[src/rtl/store_buffer_pkg.sv]
// ==========================================================================
// store_buffer_pkg: sizing constants, entry record and pointer helper.
// Rev 1.0
// ==========================================================================
`default_nettype none

package store_buffer_pkg;

  localparam int DEPTH = 4;
  localparam int AW    = 32;
  localparam int DW    = 32;
  localparam int PTR_W = $clog2(DEPTH);

  typedef struct packed {
    logic [AW-1:0] addr;
    logic [DW-1:0] data;
  } entry_t;

  // DEPTH is a power of two, so natural overflow of PTR_W bits is the wrap.
  function automatic logic [PTR_W-1:0] ptr_inc(input logic [PTR_W-1:0] ptr);
    return PTR_W'(ptr + 1'b1);
  endfunction

endpackage

`default_nettype wire

[src/rtl/store_buffer_match.sv]
// ==========================================================================
// store_buffer_match: address CAM over buffered stores, youngest hit wins.
// Rev 1.0
// ==========================================================================
`default_nettype none

module store_buffer_match
  import store_buffer_pkg::*;
(
  input  entry_t           entries [DEPTH],
  input  logic [DEPTH-1:0] valid,
  input  logic [PTR_W-1:0] head,
  input  logic [AW-1:0]    addr,
  output logic             hit,
  output logic [PTR_W-1:0] hit_idx
);

  logic [PTR_W-1:0] idx;

  // Walk oldest to youngest; the last match seen is the youngest one.
  always_comb begin
    hit     = 1'b0;
    hit_idx = head;
    idx     = head;
    for (int k = 0; k < DEPTH; k++) begin
      idx = PTR_W'(head + PTR_W'(k));
      if (valid[idx] && (entries[idx].addr == addr)) begin
        hit     = 1'b1;
        hit_idx = idx;
      end
    end
  end

endmodule

`default_nettype wire

[src/rtl/store_buffer.sv]
// ==========================================================================
// store_buffer: posted-store FIFO in front of Data_Memory with load bypass.
// Optional STORE_FWD_EN: forward youngest matching store to loads. Rev 1.0
// ==========================================================================
`default_nettype none

module store_buffer
  import store_buffer_pkg::*;
(
  input  logic          clk_i,
  input  logic          rst_i,
  input  logic          MemWrite_i,
  input  logic          MemRead_i,
  input  logic [AW-1:0] Address_i,
  input  logic [DW-1:0] Writedata_i,
  output logic [DW-1:0] Readdata_o,
  output logic          Stall_o,
  output logic          Empty_o,
  output logic [AW-1:0] mem_addr_o,
  output logic [DW-1:0] mem_wdata_o,
  output logic          mem_write_o,
  output logic          mem_read_o,
  input  logic [DW-1:0] mem_rdata_i
);

  entry_t             entries [DEPTH];
  logic [PTR_W-1:0]   head, tail;
  logic [PTR_W:0]     count, count_nxt;
  logic               empty_q;
  logic [DEPTH-1:0]   valid;
  logic [PTR_W-1:0]   age;

  logic               hit;
  logic [PTR_W-1:0]   hit_idx;
  logic               full, is_store, is_load, store_stall, load_stall;
  logic               fwd, load_mem, port_free, drain, enq;

  always_comb begin
    valid = '0;
    age   = '0;
    for (int i = 0; i < DEPTH; i++) begin
      age      = PTR_W'(PTR_W'(i) - head);
      valid[i] = ({1'b0, age} < count);
    end
  end

  store_buffer_match u_match (
    .entries (entries),
    .valid   (valid),
    .head    (head),
    .addr    (Address_i),
    .hit     (hit),
    .hit_idx (hit_idx)
  );

  always_comb begin
    full        = (count == (PTR_W+1)'(DEPTH));
    is_store    = MemWrite_i;
    is_load     = MemRead_i & ~MemWrite_i;
    store_stall = is_store & full;
`ifdef STORE_FWD_EN
    load_stall  = 1'b0;
    fwd         = is_load & hit;
`else
    load_stall  = is_load & hit;
    fwd         = 1'b0;
`endif
    load_mem    = is_load & ~hit;
    // Stalled or forwarded requests never touch memory, so the head may drain.
    port_free   = ~(is_store | is_load) | store_stall | load_stall | fwd;
    drain       = port_free & (count != '0);
    enq         = is_store & ~full;
    count_nxt   = count + (PTR_W+1)'(enq) - (PTR_W+1)'(drain);

    Stall_o     = store_stall | load_stall;
    mem_read_o  = load_mem;
    mem_write_o = drain;
    mem_addr_o  = drain ? entries[head].addr : (load_mem ? Address_i : '0);
    mem_wdata_o = drain ? entries[head].data : '0;
    Readdata_o  = fwd ? entries[hit_idx].data : (load_mem ? mem_rdata_i : '0);
  end

  always_ff @(posedge clk_i or negedge rst_i) begin
    if (!rst_i) begin
      head    <= '0;
      tail    <= '0;
      count   <= '0;
      empty_q <= 1'b1;
    end else begin
      if (enq)   tail <= ptr_inc(tail);
      if (drain) head <= ptr_inc(head);
      count   <= count_nxt;
      empty_q <= (count_nxt == '0);
    end
  end

  always_ff @(posedge clk_i) begin
    if (enq) entries[tail] <= '{addr: Address_i, data: Writedata_i};
  end

  assign Empty_o = empty_q;

endmodule

`default_nettype wire

[config.mk]
export PLATFORM = sky130hd
export DESIGN_NAME = store_buffer
export DESIGN_NICKNAME = d
export VERILOG_FILES = /design/src/rtl/store_buffer_pkg.sv /design/src/rtl/store_buffer_match.sv /design/src/rtl/store_buffer.sv
export SDC_FILE = /design/constraint.sdc
export NUM_CORES = 1
export LEC_CHECK = 0
export ABC_AREA = 1
export CORE_MARGIN = 1
export CORE_UTILIZATION = 35
export CTS_BUF_LIST = sky130_fd_sc_hd__clkbuf_8 sky130_fd_sc_hd__clkbuf_16
export CTS_CLUSTER_SIZE = 20
export DETAILED_ROUTE_END_ITERATION = 6
export SLEW_MARGIN = 20
export SYNTH_ARGS = -nofsm -noshare
export SYNTH_HDL_FRONTEND = slang
export SYNTH_SLANG_ARGS = --single-unit
[constraint.sdc]
create_clock -name clk_i -period 7.84 [get_ports clk_i]
set_input_delay 1.568 -clock clk_i [delete_from_list [all_inputs] [get_ports clk_i]]
set_output_delay 1.568 -clock clk_i [all_outputs]
set_load 0.005 [all_outputs]
==> Yosys cells after proc, flatten, opt, wreduce, memory -nomap -nowiden <==
Cells that the tools add are included.
{ "op_classes": {"addsub": 10, "bitwise": 19, "magnitude_cmp": 14, "muxes": 31, "n_reduce_logical": 7, "eq_ne": 5} }
{ "op_table": {"columns": ["operator", "n"], "rows": [
  ["$mux W64", 9],
  ["$bmux W64 S2", 4],
  ["$bwmux W256", 1],
  ["$demux W64 S2", 1],
  ["$eq A32 B32 Y1", 4],
  ["$mux W32", 4],
  ["$ge A3 B3 Y1 const B", 5],
  ["$not A2 Y3", 5],
  ["$lt A2 B3 Y1", 4],
  ["$lt A2 B3 Y1 const B", 4],
  ["$bmux W1 S2", 4],
  ["$mux W1", 8],
  ["$and A1 B1 Y1", 6],
  ["$logic_and A1 B1 Y1", 5],
  ["$add A2 B1 Y2 const B", 2],
  ["$add A2 B2 Y2 const B", 2],
  ["$not A1 Y1", 4],
  ["$or A1 B1 Y1", 4],
  ["$sub A1 B2 Y2 const A", 2],
  ["$sub A2 B2 Y2 const A", 2],
  ["$add A3 B1 Y3", 1],
  ["$eq A3 B3 Y1 const B", 1],
  ["$logic_not A3 Y1", 1],
  ["$lt A3 B1 Y1 const B", 1],
  ["2 further kinds", 2]
]} }
{ "totals": {"reg_bits": 264, "wordCells": 98, "in_bits": 100} }

==> Longest topological paths before layout <==
Gate-level depths: netlist of the first run.
{ "logic_depth": {"word_depth": 15, "mapped_depth": 27, "ltp_nobuf": 23} }

==> Modules after synthesis <==
From an unflattened synthesis of the first run, not the netlist that was laid out.
{ "unflattened": {"cells_unflattened": 2525, "hier_area_um2": 17594.4} }
{ "by_module_without_submodules": {"columns": ["module", "cells_each", "instances", "area_each_um2", "seq_area_each_um2"], "rows": [
  ["store_buffer", 1089, 1, 11263.3, 7888.8],
  ["store_buffer_match", 1436, 1, 6331.1, 0.0]
]} }

==> Worst setup path after synthesis of the first run <==
No wires, ideal clock.
{ "synth_timing": {"path_kind": "input -> register", "from": "input port MemWrite_i", "to": "register, netlist name entries[0]", "path_stages": 2, "t_arrival_ns": 4.437, "setup_ns": 0.487, "path_slack_ns": 2.916, "required_time_ns": 7.353, "path_cell_list": "nand2_1 nor2_1"} }
{ "synth_between": {"elab_chain_cells": 1} }
{ "synth_rtl": {"columns": ["item", "line", "source"], "rows": [
  ["start, declared", "store_buffer.sv:12", "input logic MemWrite_i,"],
  ["$and A1 B1 Y1", "store_buffer.sv:72", "enq = is_store & ~full;"]
]} }
Every way passes these cells.
A chain may end at the register's enable or synchronous reset.

==> Final worst setup path of the first run <==
{ "layout_timing": {"from": "register head[0]", "to": "output port mem_addr_o[1]"} }
{ "layout_between": {"elab_chain_cells": 14, "word_cells_on_any_way": 54, "cone_classes": "add/sub (7); order compare (4); eq/ne (4); mux (26); bitwise (9); reduce/logical (4)"} }
{ "layout_rtl": {"columns": ["item", "line", "source"], "rows": [
  ["start, declared", "store_buffer.sv:27", "logic [PTR_W-1:0] head, tail;"],
  ["start signal, assigned", "store_buffer.sv:91", "if (drain) head <= ptr_inc(head);"],
  ["$add A2 B1 Y2 / $not A2 Y3 (equally long branches)", "store_buffer_match.sv:26, store_buffer_match.sv:27, store_buffer.sv:78", null],
  ["$not A2 Y3 (implied by the code) / $bmux W64 S2 (equally long branches)", "store_buffer_match.sv:27, store_buffer.sv:78", null],
  ["$bmux W64 S2 / $mux W64 (equally long branches)", null, null],
  ["$mux W64, on equally long branches", "store_buffer_match.sv:27, store_buffer.sv:78", null],
  ["$mux W64 (implied by the code) / $eq A32 B32 Y1 (equally long branches)", "store_buffer_match.sv:27", "if (valid[idx] && (entries[idx].addr == addr)) begin"],
  ["$eq A32 B32 Y1 / $logic_and A1 B1 Y1 (equally long branches)", "store_buffer_match.sv:27", null],
  ["$logic_and A1 B1 Y1 / $mux W1 (equally long branches)", "store_buffer_match.sv:27", null],
  ["$mux W1 (3 in series)", "store_buffer_match.sv:27", null],
  ["$and A1 B1 Y1 / $not A1 Y1 (equally long branches)", "store_buffer.sv:65, store_buffer.sv:68", null],
  ["$or A1 B1 Y1 / $and A1 B1 Y1 (equally long branches)", "store_buffer.sv:70, store_buffer.sv:68", null],
  ["$and A1 B1 Y1 / $mux W32 (equally long branches)", "store_buffer.sv:71, store_buffer.sv:78", null],
  ["$mux W32 (*)", "store_buffer.sv:78", "mem_addr_o = drain ? entries[head].addr : (load_mem ? Address_i : '0);"],
  ["end, declared", "store_buffer.sv:19", "output logic [AW-1:0] mem_addr_o,"]
]} }
Every way passes the cells marked *; elsewhere a longest branch is shown, timed or not. The select of a mux whose other input is x is not followed.

==> results.md, run 1 <==
* Postcts setup bufs at 0
* Power Dens Cells at 385 nW/µm²
* Port bufs at just under 200
* H-Tree Depth at 1
* Critical Path AT at between 5000 and 6000 ps
* Final instance area at roughly 19000 µm²
* CTS tree: yes
* Hold Vio Cnt, Final at 0
* Via Count at about 14000
* Placed cell areas at between 15000 and 20000 µm²
* Failing checks: design-rule violations
* Most frequent cells in the layout: nand2_1 (948), edfxtp_1 (256), nand3_1 (248)
* Cells after Synth at 2023
* GR Overflow Total at 0
* Post-CTS sizing at 0
* Share of cells above drive strength 1 at under 10%
* Buf+Inv Stages, Crit Path at 4
* Skew-Pair Late Insertion Delay at 590 ps
* Crit-path cells: inv_4, nand2_1, nand2_2, buf_12, nand3_1, nand2_1, nand2_1, nand2_1, nor2_1, nand2_1, nor2_1, nand3_1, nor2_1, nor2_2, nand3_4, buf_4, nand3b_1, nand2_1, clkdlybuf4s50_1
* Tightest Hold Check Type: flip-flop to flip-flop
* Leakage power at around 8.3 nW
* Register bit total from synthesis at ~260
* Fmax at 0.143 GHz
* Mapped Area at between 15000 and 20000 µm²
* Routed WL per cell at roughly 17 µm
* RSZ-0062 raised after global routing: no
* Most frequent CP cell: nand2_1
* Fin cells at 2782
* Least-Margin Pin Slew at approximately 1000 ps
* Setup TNS at 0 ps
* VDD IR-drop max at 0.229 mV
* First-pass GRT wire length at between 70000 and 80000 µm
* Post-synth cell types at 33
* Critical path endpoint category: primary output
* Fin util at between 40% and 50%
* Area grow syn2layout at 22.3%
* Crit path max-delay family: simple AND/OR/NAND/NOR gates
* Worst Slack Setup Final at 858 ps
* Initial Utilization at between 30% and 40%
* Most common cell after layout, fill and taps aside: nand2_1
* Post-route DRC at 19
* HPWL after DPL at between 30000 and 40000 µm
* Worst hold slack at slightly above 600 ps
* Site Rows at 76
* Final number of max-transition violations at 0
* CTS Hold Bufs at 0
* Core area at around 44000 µm²
* Post-Route WL at approximately 47000 µm
* Syn Nets at between 2000 and 2500
* Syn Area/Cell at 7.71 µm²
* Min Tclk post-route at about 7000 ps
* Vias in the first global route at around 13000
* Reg clk slew, reported paths at ~60 ps
* Critical path peak fanout at 80
* Antenna Cells at 0
* Highest cell delay on the worst timing path at 1060 ps
* Die footprint at 45400 µm²
* TritonCTS buffer count at 30
* YS warnings at 0
* Largest net degree at the start of global routing at 110
* # setup viols final at 0
* DR iter-0 viols at ~1100
* ANT nets after route at 0
* Number of iterations in the first detailed-routing pass at 7
* CP max stage cell: dfrtp_4
* Skew final at 30.7 ps
* WP data required at 6270 ps
* Die Height at between 200 and 250 µm
* GPL Wtd Cong at between 0.9 and 1
* Initial antenna violation count at 2
* Status: finished with violations
* Inst Count DP at 2728
* IO Count at 200
* Clock Root Buffer: clkbuf_16
* Vias/cell at about 5
* MaxCap Viol Count at 0
* Crit start category: flip-flop
* CTS Sinks at ~260
* Nets at approximately 2300
* Rel. slew slack at roughly a third
* Final period util at between 80% and 90%
* Dpl ws at between 1000 and 1500 ps
* Global Route Usage Sum at between 20% and 30%
* Die width at around 210 µm
* Setup CP Type: flip-flop to primary output
* Total power at between 7 and 8 mW
* CTS max path bufs at 3
* Seq/Total Area, Yosys at between 50% and 60%
==> final cells by class <==
class / count / area, µm²
flip-flops and latches: 264 / 7900
clock inverters: 24 / 283
clock buffers: 30 / 751
repair buffers: 218 / 2170
fillers: 4294 / 24500
well taps: 585 / 732
inverters: 132 / 498
multi-input cells: 1529 / 6730
==> layer usage <==
metal  track usage (%)  share of wire, %  wire (µm)  up-vias
met1              27.7                43      20300     6476
met2              34.7                48      22500      450
met5                 0             0.072         34        -
met4              5.11               2.4       1130        4
met3              3.56               7.1       3380       82
li1                  -                 -          -     6966
==> cells in the mapped netlist, drive strengths merged <==
master | n | area share [%]
o21a | 1 | 0.048
nand3b | 23 | 1.1
nand3 | 249 | 8.1
ha | 10 | 0.80
edfxtp | 256 | 49
xnor2 | 1 | 0.056
a21boi | 1 | 0.048
o211ai | 19 | 0.91
nand4 | 4 | 0.16
and2 | 1 | 0.040
buf | 76 | 2.8
dfrtp | 7 | 1.1
xor2 | 13 | 0.73
a221oi | 32 | 1.8
nand2 | 951 | 23
o21bai | 1 | 0.048
inv | 132 | 3.2
clkbuf | 22 | 0.53
or2 | 1 | 0.040
dfstp | 1 | 0.17
a21oi | 35 | 1.1
o21ai | 43 | 1.4
fa | 1 | 0.13
nor3 | 1 | 0.032
nor2 | 142 | 3.5
==> cell families (layout without fill, tap and decap cells) <==
group                    after synthesis  count (layout)  share of synthesized area, %
AND/OR/NAND/NOR                     1372            1372                          35.8
flip-flops                           264             264                          50.6
buffers and inverters                230             404                          6.50
AO/OA/AOI/OAI                        132             132                          5.36
XOR/XNOR                              14              14                         0.786
adder cells (fa/ha/maj)               11              11                         0.931
==> worst min-delay path, delay by kind of cell, from the launching register on <==
kind	cells	cell delay (ps)
AOI/OAI and AO/OA	1	70
buffers and inverters	1	100
DFF	1	400
==> where the power goes <==
part           internal, mW  total (mW)  switching (mW)
sequential             1.87        2.06           0.193
clock                 0.890        1.48           0.591
combinational          1.29        3.79            2.50
total                  4.06        7.34            3.28
==> registers in the layout, summed over array words and instances, names as in the netlist <==
name / count
head: 2
entries: 256
Empty_o: 1
count: 3
tail: 2
==> path summary, 6_finish.rpt <==
path / start / to / slack [ps] / cells after the start
min reg2reg: tail[1] / tail[1] / 610 / 2
min in group asynchronous: rst_i / tail[0] / 1260 / 1
max in group asynchronous: rst_i / Empty_o / 6270 / 1
min: tail[1] / tail[1] / 610 / 2
max: head[0] / mem_addr_o[1] / 860 / 19
max reg2reg: head[0] / Empty_o / 2390 / 22
Note: power is estimated with default switching activity, not from simulation.
==> inputs of run 2 (changes only) <==
- SKIP_LAST_GASP: default -> 1
==> results of run 2 <==
Final layout, timing and power as in run 1 (identical DEF).
